`config.mk`:
```
export PLATFORM = sky130hd
export DESIGN_NAME = pito_prog_loader
export DESIGN_NICKNAME = d
export VERILOG_FILES = /design/src/rtl/pito_prog_loader.sv
export SDC_FILE = /design/constraint.sdc
export NUM_CORES = 1
export LEC_CHECK = 0
export BUFFER_PORTS_ARGS = -buffer_cell sky130_fd_sc_hd__buf_2
export CAP_MARGIN = 25
export CORE_AREA = 2 2 106 108
export DETAILED_ROUTE_END_ITERATION = 10
export DIE_AREA = 0 0 108 110
export GPL_ROUTABILITY_DRIVEN = 0
export PLACE_DENSITY_LB_ADDON = 0.1
export SYNTH_ARGS = -nofsm -noshare
export SYNTH_HDL_FRONTEND = slang
export SYNTH_SLANG_ARGS = --single-unit
```
`constraint.sdc`:
```
create_clock -name clk -period 4.53 [get_ports clk]
set_input_delay 0.906 -clock clk [delete_from_list [all_inputs] [get_ports clk]]
set_output_delay 0.906 -clock clk [all_outputs]
set_load 0.02 [all_outputs]
```
`src/rtl/pito_prog_loader.sv`:
```
// pito_prog_loader: turns a framed valid/ready word stream into IMEM/DMEM writes and
//   holds the pito core in reset until a START frame arrives.
// Latency: every write strobe is registered, so it appears the cycle after its payload word is accepted.
// Backpressure: s_ready is high while loading (except the first cycle out of reset) and low in RUN.
// Optional feature macro: PITO_LOADER_CHECKSUM_EN (per-segment checksum word).
//
// Ports:
//   clk, pito_io_rst_n          clock, async active-low reset
//   s_valid/s_ready/s_data      input word stream (header, payload[, checksum])
//   reload_i                    pulse in RUN to go back to load mode
//   imem_w_en/addr/wdata        IMEM write port
//   dmem_w_en/addr/wdata        DMEM write port
//   core_rst_n                  core reset, low while loading
//   busy                        a segment is in progress
//   err                         sticky error, cleared by reload
//
// Header word: [31:30] cmd (00 IMEM, 01 DMEM, 10 START, 11 illegal),
//              [29:16] len in words, [15:0] base word address.
module pito_prog_loader #(
  parameter int DATA_W     = 32,
  parameter int IMEM_DEPTH = 4096,
  parameter int DMEM_DEPTH = 4096,
  parameter int LEN_W      = 14,
  localparam int IMEM_AW   = $clog2(IMEM_DEPTH),
  localparam int DMEM_AW   = $clog2(DMEM_DEPTH)
) (
  input  logic               clk,
  input  logic               pito_io_rst_n,
  input  logic               s_valid,
  output logic               s_ready,
  input  logic [DATA_W-1:0]  s_data,
  input  logic               reload_i,
  output logic               imem_w_en,
  output logic [IMEM_AW-1:0] imem_addr,
  output logic [DATA_W-1:0]  imem_wdata,
  output logic               dmem_w_en,
  output logic [DMEM_AW-1:0] dmem_addr,
  output logic [DATA_W-1:0]  dmem_wdata,
  output logic               core_rst_n,
  output logic               busy,
  output logic               err
);

  localparam int BASE_W = 16;
  // One bit wider than the larger operand so base+len never overflows the compare.
  localparam int END_W  = ((LEN_W > BASE_W) ? LEN_W : BASE_W) + 1;
  localparam logic [END_W-1:0] IMEM_LIM = END_W'(IMEM_DEPTH);
  localparam logic [END_W-1:0] DMEM_LIM = END_W'(DMEM_DEPTH);

  typedef enum logic [1:0] {
    S_IDLE    = 2'd0,
    S_PAYLOAD = 2'd1,
    S_RUN     = 2'd2
`ifdef PITO_LOADER_CHECKSUM_EN
    , S_CSUM  = 2'd3
`endif
  } state_t;

`ifdef PITO_LOADER_CHECKSUM_EN
  localparam state_t SEG_DONE = S_CSUM;
`else
  localparam state_t SEG_DONE = S_IDLE;
`endif

  state_t state_q, state_d;

  logic              rdy_en_q;    // holds s_ready low for the first cycle out of reset
  logic              tgt_dmem_q;  // current segment targets DMEM
  logic              drop_q;      // segment out of bounds: drain payload, no writes
  logic [BASE_W-1:0] cur_addr_q;
  logic [LEN_W-1:0]  cnt_q;

  // header decode straight off the stream word
  logic [1:0]        hdr_cmd;
  logic [LEN_W-1:0]  hdr_len;
  logic [BASE_W-1:0] hdr_base;
  logic [END_W-1:0]  hdr_end;
  logic              hdr_fits;

  assign hdr_cmd  = s_data[31:30];
  assign hdr_len  = s_data[16 +: LEN_W];
  assign hdr_base = s_data[15:0];
  assign hdr_end  = END_W'(hdr_base) + END_W'(hdr_len);
  assign hdr_fits = hdr_cmd[0] ? (hdr_end <= DMEM_LIM) : (hdr_end <= IMEM_LIM);

  logic seg_hdr;    // accepted IMEM/DMEM header
  logic bad_hdr;    // accepted illegal header
  logic pay_xfer;   // accepted payload word
  logic csum_bad;   // accepted checksum word that does not match

`ifdef PITO_LOADER_CHECKSUM_EN
  logic [31:0] sum_q;
  logic        csum_xfer;
  assign csum_bad = csum_xfer && (s_data[31:0] != sum_q);
`else
  assign csum_bad = 1'b0;
`endif

  always_ff @(posedge clk or negedge pito_io_rst_n) begin
    if (!pito_io_rst_n) state_q <= S_IDLE;
    else                state_q <= state_d;
  end

  always_comb begin
    state_d  = state_q;
    s_ready  = 1'b0;
    busy     = 1'b0;
    seg_hdr  = 1'b0;
    bad_hdr  = 1'b0;
    pay_xfer = 1'b0;
`ifdef PITO_LOADER_CHECKSUM_EN
    csum_xfer = 1'b0;
`endif
    case (state_q)
      S_IDLE: begin
        s_ready = rdy_en_q;
        if (s_valid && rdy_en_q) begin
          case (hdr_cmd)
            2'b00, 2'b01: begin
              seg_hdr = 1'b1;
              state_d = (hdr_len != '0) ? S_PAYLOAD : SEG_DONE;
            end
            2'b10:   state_d = S_RUN;
            default: bad_hdr = 1'b1;
          endcase
        end
      end
      S_PAYLOAD: begin
        s_ready = 1'b1;
        busy    = 1'b1;
        if (s_valid) begin
          pay_xfer = 1'b1;
          if (cnt_q == LEN_W'(1)) state_d = SEG_DONE;
        end
      end
`ifdef PITO_LOADER_CHECKSUM_EN
      S_CSUM: begin
        s_ready = 1'b1;
        busy    = 1'b1;
        if (s_valid) begin
          csum_xfer = 1'b1;
          state_d   = S_IDLE;
        end
      end
`endif
      S_RUN: begin
        if (reload_i) state_d = S_IDLE;
      end
      default: state_d = S_IDLE;
    endcase
  end

  always_ff @(posedge clk or negedge pito_io_rst_n) begin
    if (!pito_io_rst_n) begin
      rdy_en_q   <= 1'b0;
      tgt_dmem_q <= 1'b0;
      drop_q     <= 1'b0;
      cur_addr_q <= '0;
      cnt_q      <= '0;
      imem_w_en  <= 1'b0;
      imem_addr  <= '0;
      imem_wdata <= '0;
      dmem_w_en  <= 1'b0;
      dmem_addr  <= '0;
      dmem_wdata <= '0;
      core_rst_n <= 1'b0;
      err        <= 1'b0;
`ifdef PITO_LOADER_CHECKSUM_EN
      sum_q      <= '0;
`endif
    end else begin
      rdy_en_q   <= 1'b1;
      imem_w_en  <= 1'b0;
      dmem_w_en  <= 1'b0;
      core_rst_n <= (state_d == S_RUN);

      if (seg_hdr) begin
        tgt_dmem_q <= hdr_cmd[0];
        cur_addr_q <= hdr_base;
        cnt_q      <= hdr_len;
        drop_q     <= !hdr_fits;
`ifdef PITO_LOADER_CHECKSUM_EN
        sum_q      <= '0;
`endif
      end

      if (pay_xfer) begin
        cnt_q      <= cnt_q - LEN_W'(1);
        cur_addr_q <= cur_addr_q + BASE_W'(1);
`ifdef PITO_LOADER_CHECKSUM_EN
        sum_q      <= sum_q + s_data[31:0];
`endif
        // bounds were checked once on the header, so the address cannot
        // pass depth-1 for any segment that is actually written
        if (!drop_q) begin
          if (tgt_dmem_q) begin
            dmem_w_en  <= 1'b1;
            dmem_addr  <= cur_addr_q[DMEM_AW-1:0];
            dmem_wdata <= s_data;
          end else begin
            imem_w_en  <= 1'b1;
            imem_addr  <= cur_addr_q[IMEM_AW-1:0];
            imem_wdata <= s_data;
          end
        end
      end

      if (state_q == S_RUN && reload_i) begin
        err <= 1'b0;
      end else if (bad_hdr || csum_bad || (seg_hdr && hdr_len != '0 && !hdr_fits)) begin
        err <= 1'b1;
      end
    end
  end

endmodule

```
# == Yosys cells after proc, flatten, opt, wreduce, memory -nomap -nowiden ==
# Cells that the tools add are included.
# totals
mem_bits_rw,0
memories,0
wordCells,70
regBits,127
latch_bits,0
rom_bits,0
inputBits,36
# classes
n_reduce_logical,15
mul,0
addsub,3
n_shift,0
magnitude_cmp,1
n_eq_ne,6
n_bitwise,2
div_mod_pow,0
muxes,29
# op_table
cell,count
$mux 16,2
$mux 14,2
$mux 1,18
$add 16x14->17,1
$le 17x13->1 const B,1
$add 16x1->16 const B,1
$eq 14x1->1 const B,1
$reduce_bool 14->1,1
$sub 14x1->14 const B,1
$mux 2,4
$eq 2x2->1 const B,3
$pmux 2 s3,1
$reduce_and 3->1,2
$eq 2x1->1 const B,2
$logic_and 1x1->1,4
$logic_not 2->1,2
$pmux 2 s2,1
$reduce_bool 2->1,2
$reduce_or 3->1,1
$not 1->1,2
$pmux 1 s2,1
$reduce_or 2->1,1
$logic_not 1->1,1
$logic_or 1x1->1,1

# == Longest topological paths before layout ==
# depth
depth_word,10
depth_mapped,10
depth_no_buf,10

# == Worst setup path after synthesis ==
# OpenSTA, ideal clock, no wires.
# synth_timing
kind,input-to-reg
from,input port s_data[0]
to,register err
t_arrival_ns,2.690
required_ns,4.405
setup_slack_ns,1.715
cell_stages,9
setup_ns,0.125
path_cell_list,ha_1 -> fa_1 -> a2111oi_0 -> nand4_1 -> a221oi_1 -> o2111ai_1 -> nor3_1 -> a32o_1 -> a21oi_1
# synth_via
elab_chain_cells,6
# synth_lines
element,line_no,rtl
"start, declared",31,"input logic [DATA_W-1:0] s_data,"
$add 16x14->17,83,assign hdr_end = END_W'(hdr_base) + END_W'(hdr_len);
$le 17x13->1,84,assign hdr_fits = hdr_cmd[0] ? (hdr_end <= DMEM_LIM) : (hdr_end <= IMEM_LIM);
$logic_not 1->1,210,end else if (bad_hdr || csum_bad || (seg_hdr && hdr_len != '0 && !hdr_fits)) begin
$logic_and 1x1->1,210,
$logic_or 1x1->1,210,
$reduce_bool 2->1 (no line),--,
"end signal, assigned",167,err <= 1'b0;
"end signal, assigned",209,err <= 1'b0;
"end signal, assigned",211,err <= 1'b1;
"end, declared",41,output logic err
# Every way passes these cells.
# A chain may end at the register's enable or synchronous reset.

# == Final worst setup path ==
# layout_timing
from,register state_q[1]
to,register imem_wdata[20]
# layout_via
elab_chain_cells,3
# layout_lines
element,line_no,rtl
"start, declared",65,"state_t state_q, state_d;"
"start signal, assigned",101,else state_q <= state_d;
$eq 2x1->1,114,case (state_q)
$mux 1,114,
$reduce_and 3->1 (no line),--,
"end signal, assigned",203,imem_wdata <= s_data;
"end, declared",35,"output logic [DATA_W-1:0] imem_wdata,"
# Every way passes these cells.

==> impl_metrics.env <==
export IMPL_grt_usage_pct=27.90
export IMPL_synthCells=576
export IMPL_r2r_start="state_q[1]"
export IMPL_grt_overflow=0
export IMPL_cts_repair_resized=0
export IMPL_fmax_ghz=0.3466
export IMPL_yosysWarnings=0
export IMPL_design_core_area_um2=10700
export IMPL_drive_above_1_share_pct=31.76
export IMPL_crit_buf_inv=1
export IMPL_syn_nets=630
export IMPL_drt_vias_per_instance=5.755
export IMPL_die_w_um=108
export IMPL_cp_arrival_ps=3290
export IMPL_max_clock_path_buffers=2
export IMPL_grt_first_pass_wirelength_mm=25.10
export IMPL_antenna_found_initial=0
export IMPL_rsz0062_at_grt="false"
export IMPL_utilization_pct=67.05
export IMPL_syn_avg_cell_area_um2=10.05
export IMPL_wl_per_cell_um=18.00
export IMPL_synth_edf_count=0
export IMPL_firstDrtPassIters=5
export IMPL_hold_viol_final=0
export IMPL_dp_hpwl_mm=10.77
export IMPL_hold_slack_ps=466.0
export IMPL_dp_cells=829
export IMPL_critPathKind="flop to flop"
export IMPL_htreeDepth=4
export IMPL_num_rows=38
export IMPL_holdPathStages=2
export IMPL_io_pin_count=130
export IMPL_yosys_area_share_simple_pct=19.97
export IMPL_r2r_end="imem_wdata[20]"
export IMPL_clk_pin_slew_ps=60
export IMPL_tightest_slew_ps=959.9
export IMPL_diodes=0
export IMPL_synth_compound_area_share_pct=11.41
export IMPL_status="completed"
export IMPL_slowest_stage="nor3_4"
export IMPL_finalPower_w=0.005191
export IMPL_path_max_fanout=22
export IMPL_synth_cell_types=59
export IMPL_cap_violations=0
export IMPL_slew_headroom_pct=36.00
export IMPL_grt_pass1_vias=4891
export IMPL_peakVddDrop_mv=0.4154
export IMPL_hp_start="dmem_addr[7]"
export IMPL_synthAdderAreaFrac_pct=4.021
export IMPL_cts_setup_buffers=0
export IMPL_layout_nets=762
export IMPL_clock_latency_ps=520
export IMPL_min_delay_path_class="flop to flop"
export IMPL_syn_area_um2=5788
export IMPL_finalSetupTns_ps=0
export IMPL_grt_max_degree=76
export IMPL_numCtsBuffers=17
export IMPL_cp_cell_sequence="nor2b_1, nand2_1, nor3_4, buf_4, mux2_2"
export IMPL_critPathRequiredTime_ps=4940
export IMPL_drv_slew=0
export IMPL_rr_worst_depth=5
export IMPL_stdcell_count=861
export IMPL_rrSetupSlack_ps=1650
export IMPL_clkSinkCount=123
export IMPL_period_needed_ps=2885
export IMPL_cts_hold_buf=0
export IMPL_cts_tree="done"
export IMPL_crit_family="simple AND/OR/NAND/NOR gates"
export IMPL_area_delta_synth_final_pct=23.93
export IMPL_ys_seq_elements=123
export IMPL_p_leak_nw=3.520
export IMPL_drc_errors=0
export IMPL_powerDensity_nw_per_um2=723.7
export IMPL_max_stage_delay_ps=840
export IMPL_finalSetupViolCount=0
export IMPL_critPathCaptureType="flop"
export IMPL_detail_route_antenna_nets=0
export IMPL_detail_route_iter0_violations=341
export IMPL_ys_flop_type="dfrtp_1"
export IMPL_synth_area_mux_share_pct=8.560
export IMPL_start_util_pct=54.11
export IMPL_io_buffer_count=129
export IMPL_vias=4955
export IMPL_die_area_um2=11880
export IMPL_synth_top_family_by_area="simple AND/OR/NAND/NOR gates"
export IMPL_wl_mm=15.50
export IMPL_die_h_um=110
export IMPL_clock_skew_ps=4.596
export IMPL_root_buffer="clkbuf_8"
export IMPL_finalCritPeriodShare_pct=63.68
export IMPL_seq_area_frac_synth_pct=53.18
export IMPL_async_reset_ff_share_pct=100.0
export IMPL_synth_xor_area_share_pct=0.6053
export IMPL_cp_start_kind="flop"
export IMPL_min_to="dmem_addr[7]"
==> cells in the mapped netlist (4+ instances only) <==
master / n / area, µm²
dfrtp_1: 123 / 3078
inv_1: 8 / 30.03
a311oi_1: 4 / 35.03
buf_2: 5 / 25.02
ha_1: 17 / 212.7
mux2_2: 44 / 495.5
o211ai_1: 4 / 30.03
a21oi_1: 21 / 105.1
o22ai_1: 7 / 43.79
nand2_1: 160 / 600.6
nand3_1: 14 / 70.07
a211oi_1: 5 / 37.54
clkbuf_1: 18 / 67.56
nor4_1: 4 / 25.02
nor3_1: 10 / 50.05
nand2b_1: 6 / 37.54
nor2_1: 37 / 138.9
o21ai_0: 23 / 115.1
a31oi_1: 5 / 31.28
nor2b_1: 6 / 37.54
==> registers in the layout, indices dropped and copies added, names as in the netlist, 2 cells and up <==
| register | cells |
|---|---|
| cnt_q | 14 |
| cur_addr_q | 12 |
| dmem_addr | 12 |
| dmem_wdata | 32 |
| imem_addr | 12 |
| imem_wdata | 32 |
| state_q | 2 |
==> cells in the final DEF, fill, tap and decap left out, drive strengths merged, types with 13 or more instances in the layout <==
cell type / count
nand2: 160
buf: 136
dfrtp: 123
mux2: 44
nor2: 37
o21ai: 23
a21oi: 22
clkbuf: 20
ha: 17
nand3: 14
nor3: 13
==> stage by stage <==
stage               instance area [µm²]  setup WS, ps
global placement                   6580          1351
CTS                                7173          1620
global route                       7173          1387
finish                             7173          1645
floorplan                          5788          1715
detailed placement                 6580          1295
==> layer usage <==
metal | GRT usage, % | wire, µm | vias up | part of all wire, %
met2 | 45.15 | 7423 | 201 | 48
met4 | 9.890 | 326 | 0 | 2.1
met3 | 6.232 | 917 | 32 | 5.9
met1 | 37.33 | 6830 | 2439 | 44
li1 | - | - | 2283 | -
met5 | 0 | 0 | - | 0
==> where the power goes <==
group,leakage (nW),total [W],switching (W),internal (W)
registers,1.49,0.00196,0.000354,0.00161
clock network,0.277,0.00134,0.000507,0.000831
logic,1.75,0.00189,0.00118,0.000716
==> worst max path at each step <==
stage,start,endpoint,slack (ps),depth (start not counted)
after detailed placement,s_data[16],err,1300,10
after global routing,state_q[1],imem_wdata[10],1390,5
after global placement,s_data[16],err,1350,11
final,state_q[1],imem_wdata[20],1650,5
after CTS,state_q[1],imem_wdata[20],1620,5
after floorplan,s_data[0],err,1720,9
==> cell families (layout without fill, tap and decap cells) <==
family / count (synthesis) / count (layout)
multiplexers: 44 / 44
XOR/XNOR: 4 / 4
AO/OA/AOI/OAI: 96 / 96
other: 1 / 1
AND/OR/NAND/NOR: 258 / 258
flip-flops: 123 / 123
buffers and inverters: 32 / 177
adder cells (fa/ha/maj): 18 / 18
==> tightest hold or removal path, cell delays in order, from the launching register on <==
cell and delay (ps):
dfrtp_1 340, nand2_1 50, nand2_1 50
==> final cells by class <==
type,count,area (µm²)
fillers,876,3525
flip-flops and latches,123,3078
multi-input cells,421,2592
repair buffers,136,700.7
clock buffers,20,455.4
well taps,140,175.2
clock inverters,12,137.6
inverters,9,33.78
Note: power is estimated with default switching activity, not from simulation.
